$ cat src/rtl/afc_pkg.sv
// Shared decision encodings and comparator state type for the AFC loop.
// The decision codes are also used by the downstream AFC search FSM.
package afc_pkg;

  localparam logic [2:0] COMP_NONE   = 3'b000;
  localparam logic [2:0] COMP_FREEZE = 3'b001;
  localparam logic [2:0] COMP_SLOW   = 3'b010;
  localparam logic [2:0] COMP_FAST   = 3'b100;

  typedef enum logic [1:0] {
    IDLE,
    SETTLE,
    COUNT,
    DECIDE
  } afc_cmp_state_t;

endpackage

$ cat src/rtl/afc_edge_sync.sv
// Two-flop synchronizer for an asynchronous input plus a rising-edge detector.
// The rise pulse lasts one clk cycle and appears two edges after d goes high.
module afc_edge_sync (
  input  logic clk,
  input  logic rst_n,
  input  logic d,
  output logic rise
);

  logic [1:0] sync_q, sync_d;
  logic       prev_q, prev_d;

  always_comb begin
    sync_d = {sync_q[0], d};
    prev_d = sync_q[1];
  end

  always_ff @(posedge clk or negedge rst_n) begin
    if (!rst_n) begin
      sync_q <= 2'b00;
      prev_q <= 1'b0;
    end else begin
      sync_q <= sync_d;
      prev_q <= prev_d;
    end
  end

  assign rise = sync_q[1] & ~prev_q;

endmodule

$ cat src/rtl/afc_freq_comparator.sv
// Counts divided-VCO edges over a fixed window and issues fast/slow/freeze decisions.
// Define AFC_CMP_TOL_EN to widen the freeze decision into a +/-TOL band.
module afc_freq_comparator
  import afc_pkg::*;
#(
  parameter int unsigned CNT_W      = 10,
  parameter int unsigned WINDOW     = 256,
  parameter int unsigned SETTLE_CYC = 32,
  parameter int unsigned TOL        = 2
) (
  input  logic             clk,
  input  logic             rst_n,
  input  logic             vco_div,
  input  logic [CNT_W-1:0] target,
  input  logic             start,
  input  logic             fsm_done,
  output logic [2:0]       comp_out,
  output logic             comp_valid,
  output logic             busy,
  output logic [CNT_W-1:0] count_out
);

  localparam int unsigned SetW = (SETTLE_CYC > 1) ? $clog2(SETTLE_CYC) : 1;
  localparam int unsigned WinW = (WINDOW > 1) ? $clog2(WINDOW) : 1;
  localparam logic [SetW-1:0] SettleLoad = SetW'(SETTLE_CYC - 1);
  localparam logic [WinW-1:0] WinLoad    = WinW'(WINDOW - 1);

  afc_cmp_state_t   state_q, state_d;
  logic [SetW-1:0]  settle_q, settle_d;
  logic [WinW-1:0]  win_q, win_d;
  logic [CNT_W-1:0] edge_q, edge_d;
  logic [CNT_W-1:0] count_out_q, count_out_d;
  logic [2:0]       comp_out_q, comp_out_d;
  logic             comp_valid_q, comp_valid_d;
  logic             busy_q, busy_d;
  logic             vco_rise;
  logic [2:0]       decision;

  afc_edge_sync u_vco_sync (
    .clk  (clk),
    .rst_n(rst_n),
    .d    (vco_div),
    .rise (vco_rise)
  );

  // Compare one bit wider than the counter so target+TOL cannot wrap.
  always_comb begin
    logic [CNT_W:0] cnt_ext;
    logic [CNT_W:0] tgt_ext;
    cnt_ext  = {1'b0, edge_q};
    tgt_ext  = {1'b0, target};
    decision = COMP_FREEZE;
`ifdef AFC_CMP_TOL_EN
    begin
      logic [CNT_W:0] tol_ext;
      logic [CNT_W:0] hi;
      logic [CNT_W:0] lo;
      tol_ext = (CNT_W+1)'(TOL);
      hi      = tgt_ext + tol_ext;
      lo      = (tgt_ext > tol_ext) ? (tgt_ext - tol_ext) : '0;
      if (cnt_ext > hi) begin
        decision = COMP_FAST;
      end else if (cnt_ext < lo) begin
        decision = COMP_SLOW;
      end
    end
`else
    if (cnt_ext > tgt_ext) begin
      decision = COMP_FAST;
    end else if (cnt_ext < tgt_ext) begin
      decision = COMP_SLOW;
    end
`endif
  end

  always_comb begin
    state_d      = state_q;
    settle_d     = settle_q;
    win_d        = win_q;
    edge_d       = edge_q;
    count_out_d  = count_out_q;
    comp_out_d   = COMP_NONE;
    comp_valid_d = 1'b0;

    unique case (state_q)
      IDLE: begin
        if (start && !fsm_done) begin
          state_d  = SETTLE;
          settle_d = SettleLoad;
        end
      end
      SETTLE: begin
        if (settle_q == '0) begin
          state_d = COUNT;
          edge_d  = '0;
          win_d   = WinLoad;
        end else begin
          settle_d = settle_q - 1'b1;
        end
      end
      COUNT: begin
        if (vco_rise && (edge_q != '1)) begin
          edge_d = edge_q + 1'b1;
        end
        if (win_q == '0) begin
          state_d = DECIDE;
        end else begin
          win_d = win_q - 1'b1;
        end
      end
      DECIDE: begin
        comp_out_d   = decision;
        comp_valid_d = 1'b1;
        count_out_d  = edge_q;
        if (decision == COMP_FREEZE) begin
          state_d = IDLE;
        end else begin
          state_d  = SETTLE;
          settle_d = SettleLoad;
        end
      end
      default: state_d = IDLE;
    endcase

    // Downstream FSM finished: abort, suppressing any decision in flight.
    if (fsm_done) begin
      state_d      = IDLE;
      comp_out_d   = COMP_NONE;
      comp_valid_d = 1'b0;
      count_out_d  = count_out_q;
    end

    busy_d = (state_d != IDLE);
  end

  always_ff @(posedge clk or negedge rst_n) begin
    if (!rst_n) begin
      state_q      <= IDLE;
      settle_q     <= '0;
      win_q        <= '0;
      edge_q       <= '0;
      count_out_q  <= '0;
      comp_out_q   <= COMP_NONE;
      comp_valid_q <= 1'b0;
      busy_q       <= 1'b0;
    end else begin
      state_q      <= state_d;
      settle_q     <= settle_d;
      win_q        <= win_d;
      edge_q       <= edge_d;
      count_out_q  <= count_out_d;
      comp_out_q   <= comp_out_d;
      comp_valid_q <= comp_valid_d;
      busy_q       <= busy_d;
    end
  end

  assign comp_out   = comp_out_q;
  assign comp_valid = comp_valid_q;
  assign busy       = busy_q;
  assign count_out  = count_out_q;

endmodule

$ cat config.mk
export PLATFORM = sky130hd
export DESIGN_NAME = afc_freq_comparator
export DESIGN_NICKNAME = d
export VERILOG_FILES = /design/src/rtl/afc_pkg.sv /design/src/rtl/afc_edge_sync.sv /design/src/rtl/afc_freq_comparator.sv
export SDC_FILE = /design/constraint.sdc
export NUM_CORES = 1
export LEC_CHECK = 0
export ABC_AREA = 1
export ABC_CLOCK_PERIOD_IN_PS = 3430
export CAP_MARGIN = 5
export CORE_ASPECT_RATIO = 1.4
export CORE_MARGIN = 5
export CORE_UTILIZATION = 25
export CTS_BUF_LIST = sky130_fd_sc_hd__clkbuf_16
export CTS_CLUSTER_SIZE = 30
export DETAILED_ROUTE_END_ITERATION = 7
export GPL_ROUTABILITY_DRIVEN = 1
export PLACE_DENSITY = 0.45
export SLEW_MARGIN = 40
export SYNTH_ARGS = -nofsm -noshare
export SYNTH_HDL_FRONTEND = slang
export SYNTH_SLANG_ARGS = --single-unit
$ cat constraint.sdc
create_clock -name clk -period 3.43 [get_ports clk]
set_input_delay 0.686 -clock clk [delete_from_list [all_inputs] [get_ports clk]]
set_output_delay 0.686 -clock clk [all_outputs]
set_load 0.02 [all_outputs]
# Yosys cells after proc, flatten, opt, wreduce, memory -nomap -nowiden
# Index checks and enable logic that the tools add are counted.
totals:
  regBits: 43
  input_bits: 15
  output_inout_bits: 15
  elab_cells: 64
op_classes:
  add_sub_neg: 3
  order_cmp: 2
  eq_ne: 11
  muxes: 22
  bitwise_logic: 3
  n_reduce_logical: 13
op_table:
  columns: ["operator", "count"]
  rows:
  - ["$mux 10", 2]
  - ["$pmux 10 s2", 1]
  - ["$mux 8", 2]
  - ["$pmux 8 s2", 1]
  - ["$mux 5", 3]
  - ["$pmux 5 s3", 1]
  - ["$ne 2x2->1 const B", 6]
  - ["$add 10x1->10 const B", 1]
  - ["$gt 10x10->1", 1]
  - ["$lt 10x10->1", 1]
  - ["$mux 2", 5]
  - ["$ne 10x10->1 const B", 1]
  - ["$mux 3", 3]
  - ["$logic_not 8->1", 1]
  - ["$pmux 2 s4", 1]
  - ["$sub 8x1->8 const B", 1]
  - ["$reduce_and 3->1", 2]
  - ["$logic_not 5->1", 1]
  - ["$sub 5x1->5 const B", 1]
  - ["$eq 2x2->1 const B", 2]
  - ["$reduce_and 4->1", 1]
  - ["$reduce_bool 2->1", 2]
  - ["$eq 3x1->1 const B", 1]
  - ["$mux 1", 3]
  - ["8 further kinds", 10]

# Logic depth before layout (Yosys ltp)
# Gate-level depths: netlist of run 1.
logic_depth:
  ltp_word: 8
  mapped_depth: 14
  depth_no_buf: 14

# Modules after synthesis
# Synthesis of run 1 repeated with hierarchy kept, for this count alone.
hier_totals:
  hier_cells: 299
  area_unflattened_um2: 2394.8
by_module_without_submodules:
  columns: ["module", "n_inst", "cells_per_inst", "area_each_um2", "seq_area_each_um2"]
  rows:
  - ["afc_freq_comparator", 1, 294, 2309.7, 1001.0]
  - ["afc_edge_sync", 1, 5, 85.1, 75.1]

# Worst setup path after synthesis of run 1
# Ideal clock, no wire load.
synth_path:
  path_kind: "input to register"
  startpoint: "input port target[9]"
  endpoint: "register settle_q[0]"
  t_arrival_ps: 1835
  t_required_ps: 3313
  path_slack_ps: 1478
  stages: 12
  n_path_buf: 0
  path_cell_list: "inv_1 > ha_1 > nand2_1 > inv_1 > a21oi_1 > nand3_1 > nand2_1 > nand2_1 > nand2_1 > nand2_1 > nand2_1 > nand2_1"
synth_via:
  elab_chain_len: 6
synth_lines:
  columns: ["item", "line", "source"]
  rows:
  - ["start, declared", "afc_freq_comparator.sv:14", "input logic [CNT_W-1:0] target,"]
  - ["$lt 10x10->1", "afc_freq_comparator.sv:70", "end else if (cnt_ext < tgt_ext) begin"]
  - ["$mux 2", "afc_freq_comparator.sv:70", null]
  - ["$mux 3 (*)", "afc_freq_comparator.sv:68", "if (cnt_ext > tgt_ext) begin"]
  - ["$eq 3x1->1 (*)", "afc_freq_comparator.sv:115", "if (decision == COMP_FREEZE) begin"]
  - ["$ne 2x2->1 (no line) (*)", null, null]
  - ["$reduce_and 4->1 (no line) (*)", null, null]
  - ["end signal, assigned", "afc_freq_comparator.sv:148", "settle_q <= settle_d;"]
  - ["end, declared", "afc_freq_comparator.sv:29", "logic [SetW-1:0] settle_q, settle_d;"]
# Mark *: on every way between the ends. The rest lies on a longest branch, timed or not.
# A chain may end at the register's enable or synchronous reset.

# Worst setup path after layout of run 1
layout_path:
  startpoint: "input port target[3]"
  endpoint: "register settle_q[2]"
# Same word-level chain as after synthesis.

==> out/results.tsv, run 1 <==
metric	value	unit
CP dominant cell by count	nand2_1	
first-pass GRT wire length	9180	um
# Max-Cap Violations	0	
Max IR drop VDD	0.169	mV
Hold Startpoint	u_vco_sync.sync_q[0]	
Post-CTS Setup Bufs	0	
Clock Sinks	43	
crit path launch	target[3]	
Core ar.	9350	um2
unrepaired setup endpoints after global routing	false	
top_reg_cell synth	dfrtp_1	
Crit Path Max Fanout	6	
Final TNS setup	0	ns
synth cell count leaders	nand2_1 (83), inv_1 (52), dfrtp_1 (43), nand3_1 (24), o21ai_0 (21)	
Die Height	125	um
final WL	5430	um
final core occ	31.5	%
Remaining DRCs	0	
pin count of the biggest net entering global routing	44	
largest area contributor in the netlist	dfrtp_1	
clock slew at reported path FFs	0.06	ns
vias	1942	
row count	42	
Avg Cell Area, Syn	7.82	um2
kind of end point of the critical path	register	
Worst-Margin Slew	0.566	ns
hold buffers post-CTS	0	
LEAKAGE	1.50	nW
Slowest cell on crit path	clkdlybuf4s50_1	
Synth cell types	23	
relative slew slack	62.3	%
post-cts gate resize count	0	
Synth top area share	45.7	%
critical path launch point type	input port	
GPL Wtd Cong	0.804	
Crit Reg-Reg Startpoint	edge_q[9]	
DR pass1 iterations	4	
Post-DP HPWL	4070	um
CP Cell Sequence	clkdlybuf4s50_1 -> inv_1 -> ha_1 -> nand2_1 -> nand2_1 -> nand2_1 -> nand2_1 -> nand2_1 -> nand3_1 -> nand2_1 -> nand2_1 -> nand2_1 -> nand2_1 -> nand2_1 -> nand2_1	
Die W	92.0	um
vias in the first global route	2018	
PD cells	505	nW/um2
Finish-stage setup viols	0	
Critical Path AT	2.50	ns
Post-Syn Instances	301	
area grow syn2layout	25.0	%
final antenna-violating net count	0	
count leader, synth	nand2_1	
Avg WL per Cell	12.2	um
YS warnings	0	
H-tree levels	2	
sequential fraction of the synthesis area	45.7	%
skew final	0.00564	ns
worst skew pair latency	0.29	ns
CTS tree	done	
outcome	completed	
delay-heaviest family, CP	simple AND/OR/NAND/NOR gates	
Critical Path RT	3.60	ns
gr usage total	10.1	%
crit-path max cell delay	0.46	ns
Final Max Tran Viols	0	
hold crit path type	reg -> reg	
number of nets in the layout	363	
initial core utilization	25.2	%
CTS Buf Count	5	
Synth Net Count	331	
final hold vios	0	
layout cells sized above 1	5.39	%
clk root buf	clkbuf_16	
Worst Path Buf+Inv	2	
Seq cells post-synth	43	
drt initial violations	58	
fmax	430	MHz
via/cell ratio	4.37	
post-route minimum period	2.33	ns
IO Count	30	
top cells by area, synth	dfrtp_1 (46%), nand2_1 (13%), inv_1 (8.3%)	
Die ar.	11500	um2
crit path kind	in -> reg	
number of synthesized flops with an enable pin	0	
Netlist Area Pre-Place	2350	um2
CTS Buffer Depth	2	
Final Cycle Share	67.8	%
grt ovf	0	
# diodes	0	
antenna violations before repair	0	
port bufs	29	
Async S/R FF share, synth	100	%
==> metal layers <==
metal  part of all wire (%)  up-vias  wire (um)  track usage [%]
met3                    3.1        6        168             2.11
met1                     41      898       2240             10.5
met2                     54       28       2960             18.9
li1                       -     1010          -                -
met5                      0        -          0                0
met4                    1.2        0         63             4.64
==> flip-flops by register name (all words and copies together) (netlist names), 2 cells and up <==
signal,flops
win_q,8
u_vco_sync.sync_q,2
count_out,10
settle_q,5
state_q,2
edge_q,10
comp_out,3
==> where the power goes <==
group / switching (mW) / internal, mW / total, mW
combinational: 0.152 / 0.101 / 0.254
sequential: 0.0393 / 0.574 / 0.613
clock: 0.202 / 0.417 / 0.619
total: 0.393 / 1.09 / 1.49
==> kinds of logic after synthesis <==
| kind of cell | share of synthesized area [%] |
|---|---|
| and+or+nand+nor | 27.6 |
| buffers and inverters | 9.72 |
| DFF | 45.7 |
| AOI/OAI and AO/OA | 7.12 |
| adders and majority gates | 7.97 |
| xor gates and xnor gates | 1.86 |
==> layout by cell type, fill, tap and decap left out, drive strengths merged, types with 3 or more instances in the layout <==
cell type	n
a21oi	6
and3	3
clkbuf	5
clkdlybuf4s50	28
dfrtp	43
ha	15
inv	53
nand2	86
nand3	24
nand4	6
nor2	21
nor3	5
o21ai	26
xor2	5
==> final cells by class <==
| class | instances | area, um2 |
|---|---|---|
| inverters | 53 | 199 |
| clock inverters | 3 | 67.6 |
| multi-input cells | 201 | 1050 |
| fillers | 1000 | 6410 |
| clock buffers | 5 | 125 |
| repair buffers | 29 | 288 |
| well taps | 110 | 138 |
| flip-flops and latches | 43 | 1080 |
==> final timing paths <==
path / cells past startpoint / slack [ns] / to
setup / recovery: 15 / 1.10 / settle_q[2]
hold / removal: 0 / 0.35 / u_vco_sync.sync_q[1]
setup reg to reg: 11 / 1.54 / settle_q[2]
hold reg to reg: 0 / 0.35 / u_vco_sync.sync_q[1]
max in group asynchronous: 1 / 2.65 / count_out[0]
min in group asynchronous: 1 / 0.39 / u_vco_sync.sync_q[0]
==> stage by stage <==
step / instances / total power, mW / cell area [um2] / setup WS, ns / hold slack, ns
6_report: 444 / 1.49 / 2940 / 1.10 / 0.352
5_1_grt: 444 / 1.56 / 2940 / 0.870 / 0.370
4_1_cts: 444 / 1.51 / 2940 / 1.08 / 0.355
3_5_place_dp: 436 / 0.877 / 2750 / 0.780 / 0.341
3_3_place_gp: 436 / 0.874 / 2750 / 0.830 / 0.332
2_1_floorplan: 301 / 0.787 / 2350 / 1.48 / 0.331
No activity file was read; power rests on OpenSTA's default activity.
==> run 2: changes to the inputs <==
ABC_CLOCK_PERIOD_IN_PS = 1900   (was 3430)
PLACE_DENSITY = 0.47   (was 0.45)
clock period = 1.9 ns   (was 3.43 ns; I/O delays follow)
==> run 2 against run 1 <==
Against the previous run: utilization increased by 2.9 points; die area is the same; combinational power grew 92%; clock skew up 0.0034 ns; highest routed layer unchanged; cell area is 9.1% higher; setup slack got worse by 0.99 ns; final cell count increased by 3.4%.
==> out/results.tsv, run 2 (same netlist as run 1, synthesis figures left out) <==
metric	value	unit	change
Avg WL per Cell	12.0	um	was 12.2 um
final WL	5520	um	was 5430 um
worst skew pair latency	0.29	ns	about the same
clock slew at reported path FFs	0.06	ns	about the same
CTS Buf Count	5		unchanged
H-tree levels	2		unchanged
CTS tree	done		unchanged
# Max-Cap Violations	0		unchanged
LEAKAGE	1.64	nW	was 1.50 nW
initial core utilization	25.2	%	unchanged
grt ovf	0		unchanged
fmax	560	MHz	
skew final	0.00899	ns	was 0.00564 ns
final core occ	34.3	%	was 31.5%
# diodes	0		unchanged
relative slew slack	62.4	%	was 62.3%
hold buffers post-CTS	0		unchanged
Die ar.	11500	um2	unchanged
hold crit path type	in -> async		was reg -> reg
row count	42		unchanged
GPL Wtd Cong	0.820		was 0.804
pin count of the biggest net entering global routing	44		unchanged
gr usage total	9.94	%	was 10.1%
number of nets in the layout	378		was 363
PnR worst setup slack	0.114	ns	was 1.10 ns
Critical Path AT	1.97	ns	was 2.50 ns
vias in the first global route	1993		was 2018
first-pass GRT wire length	9140	um	was 9180 um
outcome	completed		unchanged
crit path kind	in -> reg		unchanged
Finish-stage setup viols	0		unchanged
post-route minimum period	1.79	ns	
clk root buf	clkbuf_16		unchanged
commonest non-fill, non-tap cell in the layout	nand2_1		unchanged
vias	2025		was 1942
drt initial violations	44		was 58
Crit Path Max Fanout	6		unchanged
Crit Reg-Reg Startpoint	edge_q[8]		was edge_q[9]
port bufs	29		unchanged
layout cells sized above 1	17.8	%	was 5.39%
Remaining DRCs	0		unchanged
final antenna-violating net count	0		unchanged
PD cells	803	nW/um2	was 505 nW/um2
Die Height	125	um	unchanged
CTS Buffer Depth	2		unchanged
Critical Path RT	2.08	ns	was 3.60 ns
critical path launch point type	input port		unchanged
Die W	92.0	um	unchanged
via/cell ratio	4.41		was 4.37
Final Max Tran Viols	0		unchanged
IO Count	30		unchanged
DR pass1 iterations	4		unchanged
Worst-Margin Slew	0.564	ns	was 0.566 ns
Final Cycle Share	94.0	%	
Post-DP HPWL	4080	um	was 4070 um
Place WS	-0.486	ns	was 0.780 ns
final hold vios	0		unchanged
Fill cells	982		was 1000
crit path launch	target[1]		was target[3]
kind of end point of the critical path	register		unchanged
Max IR drop VDD	0.338	mV	was 0.169 mV
commonest cells after routing, fill and taps aside	nand2_1 (72), inv_1 (46), dfrtp_1 (43)		was nand2_1 (83), inv_1 (52), dfrtp_1 (43)
area grow syn2layout	36.4	%	was 25.0%
Clock Sinks	43		unchanged
antenna violations before repair	0		unchanged
Core ar.	9350	um2	unchanged
run 2: cell types whose count changed in the layout (fill, tap and decap cells not counted), sizes merged:
cell	delta
buf	+15
bufinv	-1
clkdlybuf4s50	-5
clkinv	+2
clkinvlp	-1
dlymetal6s2s	+5
run 2: cell type report:
type / count / area [um2] / area share [%]
Clock buffer: 5 / 125 / 3.90
Clock inverter: 3 / 43.8 / 1.36
Inverter: 53 / 199 / 6.19
Multi-Input combinational cell: 201 / 1210 / 37.6
Sequential cell: 43 / 1080 / 33.5
Tap cell: 110 / 138 / 4.29
Timing Repair Buffer: 44 / 423 / 13.2
run 2: critical path, cell delays in order:
cell and delay [ns]:
clkdlybuf4s50_1 0.45, inv_1 0.05, ha_1 0.28, nand2_1 0.07, nand2_1 0.05, nand3_1 0.09, nand3_2 0.09, nand2_2 0.10
nand2_2 0.08, nand2_4 0.10, nand2_4 0.08, nand2_2 0.09, nand2_2 0.04
run 2: layer usage:
metal / up-vias / global-route usage [%] / share of wire, %
met5: - / 0 / 0
met4: 0 / 4.90 / 2.3
met3: 11 / 2.60 / 3.9
met2: 31 / 17.7 / 54
met1: 939 / 10.7 / 40
li1: 1044 / - / -
run 2: path summary, 6_finish.rpt:
| check | end | slack [ns] | depth (start not counted) |
|---|---|---|---|
| setup / recovery | settle_q[3] | 0.11 | 13 |
| hold / removal | settle_q[2] | 0.16 | 2 |
| setup reg to reg | settle_q[3] | 0.21 | 11 |
| hold reg to reg | u_vco_sync.sync_q[1] | 0.35 | 0 |
| max in group asynchronous | edge_q[4] | 1.33 | 2 |
| min in group clk | u_vco_sync.sync_q[1] | 0.35 | 0 |
run 2: what timing repair did:
item	in CTS	in global routing
pin swaps	1	15
resized for setup	8	33
setup endpoints to repair	5	7
buffers inserted	0	1
run 2: through the flow:
stage | power, mW | instances | area, um2 | hold WS (ns) | setup TNS, ns
2_1_floorplan | 1.42 | 301 | 2350 | 0.0844 | 0
3_3_place_gp | 1.57 | 450 | 2870 | 0.332 | -2.68
3_5_place_dp | 1.58 | 450 | 2870 | 0.338 | -3.11
4_1_cts | 2.60 | 458 | 3060 | 0.196 | 0
5_1_grt | 2.73 | 459 | 3210 | 0.238 | -0.0271
6_report | 2.58 | 459 | 3210 | 0.162 | 0
run 2: power breakdown:
part,leakage [nW],internal [mW],switching [mW]
logic,1.02,0.194,0.293
registers,0.536,1.04,0.0677
clock network,0.0838,0.620,0.368
